$ cat src/rtl/alu_share_pkg.sv
// Shared types and opcode helpers for the shared-ALU controller.
package alu_share_pkg;

  typedef enum logic [3:0] {
    OP_ADD = 4'b0000,
    OP_SUB = 4'b0001,
    OP_AND = 4'b0010,
    OP_ORR = 4'b0011,
    OP_XOR = 4'b0100,
    OP_NOT = 4'b0101,
    OP_LSA = 4'b0110,
    OP_RSA = 4'b0111,
    OP_LSL = 4'b1000,
    OP_RSL = 4'b1001,
    OP_DIV = 4'b1010,
    OP_SIN = 4'b1011
  } alu_op_t;

  typedef enum logic [1:0] {
    IDLE = 2'd0,
    EXEC = 2'd1,
    RESP = 2'd2
  } state_t;

  localparam logic [3:0] OP_LAST_LEGAL = 4'b1011;

  // Long combinational paths that need the multicycle hold window.
  function automatic logic is_multicycle(input alu_op_t op);
    return (op == OP_DIV) || (op == OP_SIN);
  endfunction

  function automatic logic is_legal_op(input logic [3:0] op);
    return op <= OP_LAST_LEGAL;
  endfunction

endpackage

$ cat src/rtl/alu_rr_arbiter.sv
// Round-robin arbiter: one-hot grant and encoded index, pointer advances on accept.
module alu_rr_arbiter #(
  parameter int unsigned REQ = 4,
  localparam int unsigned IDW = $clog2(REQ)
) (
  input  logic           clk,
  input  logic           rst,
  input  logic           en,
  input  logic [REQ-1:0] req,
  output logic [REQ-1:0] gnt_c,
  output logic [IDW-1:0] idx_c
);

  logic [IDW-1:0] ptr;
  logic           found;

  // Search starts at the pointer and wraps once around all requesters.
  always_comb begin
    gnt_c = '0;
    idx_c = '0;
    found = 1'b0;
    for (int i = 0; i < int'(REQ); i++) begin
      int j;
      j = int'(ptr) + i;
      if (j >= int'(REQ)) j = j - int'(REQ);
      if (en && !found && req[IDW'(j)]) begin
        found          = 1'b1;
        gnt_c[IDW'(j)] = 1'b1;
        idx_c          = IDW'(j);
      end
    end
  end

  always_ff @(posedge clk) begin
    if (rst) begin
      ptr <= '0;
    end else if (found) begin
      ptr <= (idx_c == IDW'(REQ - 1)) ? '0 : idx_c + 1'b1;
    end
  end

endmodule

$ cat src/rtl/alu_share_ctrl.sv
// Shares one external combinational ALU among REQ requesters with a multicycle hold for DIV/SIN.
// Optional illegal-opcode trap: define ALU_SHARE_OPCHECK_EN.
module alu_share_ctrl
  import alu_share_pkg::*;
#(
  parameter int unsigned N         = 8,
  parameter int unsigned REQ       = 4,
  parameter int unsigned MC_CYCLES = 4,
  localparam int unsigned IDW      = $clog2(REQ)
) (
  input  logic                    clk,
  input  logic                    rst,
  input  logic [REQ-1:0]          req_valid,
  output logic [REQ-1:0]          req_ready,
  input  logic [REQ-1:0][N-1:0]   req_a,
  input  logic [REQ-1:0][N-1:0]   req_b,
  input  logic [REQ-1:0][3:0]     req_op,
  output logic                    rsp_valid,
  input  logic                    rsp_ready,
  output logic [IDW-1:0]          rsp_id,
  output logic [N-1:0]            rsp_result,
  output logic [3:0]              rsp_flags,
  output logic                    rsp_err,
  output logic [N-1:0]            alu_a,
  output logic [N-1:0]            alu_b,
  output logic [3:0]              alu_ctrl,
  input  logic [N-1:0]            alu_result,
  input  logic [3:0]              alu_flags,
  output logic                    busy
);

  localparam int unsigned CW = $clog2(MC_CYCLES + 1);

  state_t         state;
  logic [CW-1:0]  cnt;
  logic [REQ-1:0] gnt_c;
  logic [IDW-1:0] idx_c;
  logic           accept_c;
  logic [3:0]     op_sel_c;
  logic           skip_c;

  alu_rr_arbiter #(.REQ(REQ)) u_arb (
    .clk   (clk),
    .rst   (rst),
    .en    ((state == IDLE) && !rst),
    .req   (req_valid),
    .gnt_c (gnt_c),
    .idx_c (idx_c)
  );

  assign req_ready = gnt_c;
  assign accept_c  = |gnt_c;
  assign op_sel_c  = req_op[idx_c];

`ifdef ALU_SHARE_OPCHECK_EN
  assign skip_c = !is_legal_op(op_sel_c);
`else
  assign skip_c = 1'b0;
`endif

  always_ff @(posedge clk) begin
    if (rst) begin
      state      <= IDLE;
      cnt        <= '0;
      rsp_valid  <= 1'b0;
      rsp_id     <= '0;
      rsp_result <= '0;
      rsp_flags  <= '0;
      rsp_err    <= 1'b0;
      alu_a      <= '0;
      alu_b      <= '0;
      alu_ctrl   <= '0;
      busy       <= 1'b0;
    end else begin
      case (state)
        IDLE: begin
          if (accept_c) begin
            rsp_id <= idx_c;
            busy   <= 1'b1;
            if (skip_c) begin
              // Trapped opcode bypasses the ALU and answers immediately.
              cnt        <= '0;
              rsp_err    <= 1'b1;
              rsp_result <= '0;
              rsp_flags  <= '0;
              rsp_valid  <= 1'b1;
              state      <= RESP;
            end else begin
              alu_a    <= req_a[idx_c];
              alu_b    <= req_b[idx_c];
              alu_ctrl <= op_sel_c;
              cnt      <= is_multicycle(alu_op_t'(op_sel_c)) ? CW'(MC_CYCLES - 1) : '0;
              rsp_err  <= 1'b0;
              state    <= EXEC;
            end
          end
        end
        EXEC: begin
          if (cnt == '0) begin
            rsp_result <= alu_result;
            rsp_flags  <= alu_flags;
            rsp_valid  <= 1'b1;
            state      <= RESP;
          end else begin
            cnt <= cnt - 1'b1;
          end
        end
        RESP: begin
          if (rsp_ready) begin
            rsp_valid <= 1'b0;
            busy      <= 1'b0;
            state     <= IDLE;
          end
        end
        default: begin
          state <= IDLE;
          busy  <= 1'b0;
        end
      endcase
    end
  end

endmodule

$ cat config.mk
export PLATFORM = sky130hd
export DESIGN_NAME = alu_share_ctrl
export DESIGN_NICKNAME = d
export VERILOG_FILES = /design/src/rtl/alu_share_pkg.sv /design/src/rtl/alu_rr_arbiter.sv /design/src/rtl/alu_share_ctrl.sv
export SDC_FILE = /design/constraint.sdc
export NUM_CORES = 1
export LEC_CHECK = 0
export BUFFER_PORTS_ARGS = -buffer_cell sky130_fd_sc_hd__buf_4
export CAP_MARGIN = 15
export CORE_MARGIN = 1
export CORE_UTILIZATION = 40
export CTS_BUF_LIST = sky130_fd_sc_hd__clkbuf_8
export DETAILED_ROUTE_END_ITERATION = 12
export PLACE_DENSITY = 0.73
export SLEW_MARGIN = 20
export SYNTH_ARGS = -nofsm -noshare
export SYNTH_HDL_FRONTEND = slang
export SYNTH_SLANG_ARGS = --single-unit
$ cat constraint.sdc
create_clock -name clk -period 3.05 [get_ports clk]
set_input_delay 0.4575 -clock clk [delete_from_list [all_inputs] [get_ports clk]]
set_output_delay 0.4575 -clock clk [all_outputs]
set_load 0.005 [all_outputs]
==> results.py <==
metrics = {
    "detailed_routing": {
        "wl_per_cell_um": 14.1,
        "via_count": 2988,
        "first_pass_iters": 4,
        "drc": 0,
        "wl_um": 8240,
        "ant_nets": 0,
        "viasPerCell": 5.11,
        "drt_iter0_drc": 115,
    },
    "synth": {
        "syn-num-nets": 442,
        "syn_area_sq_um": 3000,
        "ys.flop_type": "dfxtp_1",
        "synth_edf_count": 0,
        "ys_seq_elements": 43,
        "synthCells": 332,
        "postSynthAreaPerCell_sq_um": 9.02,
        "synth_warnings": 0,
        "async_flop_share_pct": 0,
        "ys_seq_area_share_pct": 28.7,
        "synth_cell_types": 44,
    },
    "sta": {
        "relSlewSlack_pct": 51.3,
        "worst_pin_slew_ns": 0.728,
        "fin_skew_ns": 0.00443,
        "clock.fmax_mhz": 342,
        "setup_violations": 0,
        "fin_crit_sh_pct": 95.9,
        "hold_viol": 0,
        "drv_slew": 0,
        "layout_min_cycle_time_ns": 2.93,
        "final.setup.tns_ns": 0,
    },
    "finish": {
        "finalNonFillerCells": 585,
        "final_net_count": 595,
        "multi_input_area_sq_um": 2020,
        "regArea_sq_um": 866,
        "antenna_cells": 0,
        "drive_above_1_share_pct": 42.4,
        "fillers": 656,
        "syn2layout_area_growth_pct": 48.7,
    },
    "cts": {
        "cts_tree": "done",
        "holdBufCountCts": 0,
        "numCtsBuffers": 5,
        "path_clk_slew_ns": 0.08,
        "htreeDepth": 2,
        "clock_sinks": 43,
        "clk_latency_ns": 0.29,
        "cts_root_buf": "clkbuf_8",
        "cts_buffer_depth": 2,
    },
    "power_and_ir_drop": {
        "leakagePower_nw": 2.25,
        "swShare_pct": 39.8,
        "pwr-share-comb_pct": 65.9,
        "p_sw_w": 0.00146,
        "seqPwrFrac_pct": 24.6,
        "p_int_w": 0.00221,
        "clkPwrFrac_pct": 9.4,
        "power_density_nw_per_um2": 823,
        "vdd_drop_max_v": 0.000336,
    },
    "global_routing": {
        "grt_pass1_wl_um": 13100,
        "grt.overflow.total": 0,
        "grtUsageMet1_pct": 23.9,
        "met2_usage_pct": 39.7,
        "busiest_layer": "met2",
        "grt_max_degree": 44,
        "use_met3_pct": 3.92,
        "grt_pass1_vias": 2916,
        "track_usage_pct": 21.0,
        "antenna_found_initial": 0,
    },
    "placement": {
        "dpl.hpwl_um": 6510,
        "gp_congestion": 0.817,
        "portBuffers": 138,
        "dp.cells": 568,
    },
    "worst_setup_path": {
        "worst_ep_arrival_time_ns": 2.47,
        "reg2reg_depth": 12,
        "critPathLaunchType": "flip-flop",
        "worstPathMaxFanout": 16,
        "reg2reg_from": "u_arb.ptr[0]",
        "path_class": "flip-flop to output port",
        "startpoint": "u_arb.ptr[0]",
        "r2r_slack_ns": 0.13,
        "endpoint_kind": "output port",
        "regToRegEndpoint": "cnt[0]",
        "crit_end": "req_ready[1]",
        "required_ns": 2.59,
    },
    "die": {
        "die_x_um": 88.5,
        "die_h_um": 88.5,
        "core-area_sq_um": 7250,
        "start_util_pct": 41.3,
        "die_area_sq_um": 7840,
        "num_rows": 31,
        "io_pins": 140,
    },
    "outcome": {
        "status": "finished, final reports clean",
    },
    "hold_path": {
        "worst_hold_path_type": "input port to flip-flop",
        "whs_path_depth": 3,
    },
    "job": {
        "drv_cap": 0,
    },
}
per-layer routing:
layer	part of all wire (%)	wire (um)
met1	40	3330
met2	54	4430
met3	5.0	409
met4	0.90	74
met5	0	0
how the worst min path moves through the flow:
stage	slack (ns)	from	end
final	0.40	alu_result[5]	rsp_result[5]
after global routing	0.41	alu_flags[0]	rsp_flags[0]
after CTS	0.39	alu_result[2]	rsp_result[2]
after detailed placement	0.45	rsp_flags[3]	rsp_flags[3]
after global placement	0.44	rsp_result[1]	rsp_result[1]
after floorplan	0.45	busy	busy
registers in the layout, summed over array words and instances, names as in the netlist:
register	count
alu_ctrl	4
rsp_flags	4
alu_a	8
state	2
rsp_valid	1
cnt	3
busy	1
alu_b	8
rsp_id	2
rsp_result	8
u_arb.ptr	2
metrics by stage:
stage          utilization [%]  hold WS (ns)  cell area, sq um  power (W)  setup slack [ns]
2_1_floorplan                -         0.453              3010    0.00238           0.00419
3_3_place_gp              58.9         0.443              4270    0.00314            -0.197
3_5_place_dp              58.9         0.449              4270    0.00319            -0.341
4_1_cts                   60.9         0.395              4420    0.00365            0.0227
5_1_grt                   61.4         0.405              4460    0.00392          -0.00541
6_report                  61.4         0.404              4460    0.00367             0.125
power groups by stage:
stage,Combinational (W),Sequential (W),Clock (W)
floorplan,0.00146,0.000918,0
global placement,0.00224,0.000898,0
CTS,0.00239,0.000902,0.000356
finish,0.00242,0.000903,0.000346
global route,0.00262,0.000929,0.000372
detailed placement,0.00228,0.000908,0
cell type report:
cell class	count	area share, %
clock buffers	5	1.54
clock inverters	3	0.337
inverters	6	0.505
well taps	99	2.78
multi-input cells	256	45.2
repair buffers	173	30.2
flip-flops and latches	43	19.4
cells in the mapped netlist, drive strengths merged, types with 6 or more instances:
library cell	count	area, sq um
nand3	8	40.0
nand4	6	50.0
nor3	7	35.0
nand2	36	135
buf	16	105
inv	6	22.5
dfxtp	43	861
mux2i	86	861
nor2	37	139
ha	11	138
clkbuf	11	41.3
a21oi	18	90.1
placed cells by master, fill, tap and decap left out, types with 3 or more instances in the layout:
cell,Yosys,layout
mux2_2,5,5
buf_12,0,3
nand4_1,4,4
nor2_1,37,36
dfxtp_1,43,41
nand3_1,8,8
nand2b_1,4,4
nor2b_1,4,4
ha_1,11,10
a21oi_1,18,18
buf_4,5,168
inv_1,6,6
nand2_1,36,36
clkbuf_8,0,5
nor3_1,7,7
mux2i_1,86,86
mux4_2,4,4
what timing repair did:
item                       CTS  global route
setup endpoints to repair   29            12
resized for setup            1             6
pin swaps                    3             5
setup buffers                7             2
cell families after synthesis:
family,share of synthesized area (%)
and+or+nand+nor,17.6
muxes,33.6
DFF,28.7
AOI/OAI and AO/OA,9.36
buffers and inverters,5.64
adders and majority gates,4.59
other,0.125
xor gates and xnor gates,0.292
critical path, cell delays in order (launching register included):
cell	delay (ns)
dfxtp_4	0.35
buf_6	0.18
mux4_2	0.57
buf_4	0.18
nor3b_4	0.25
nand2_1	0.12
a311oi_2	0.28
buf_4	0.15
buf_4	0.09
(Power assumes the default switching activity.)
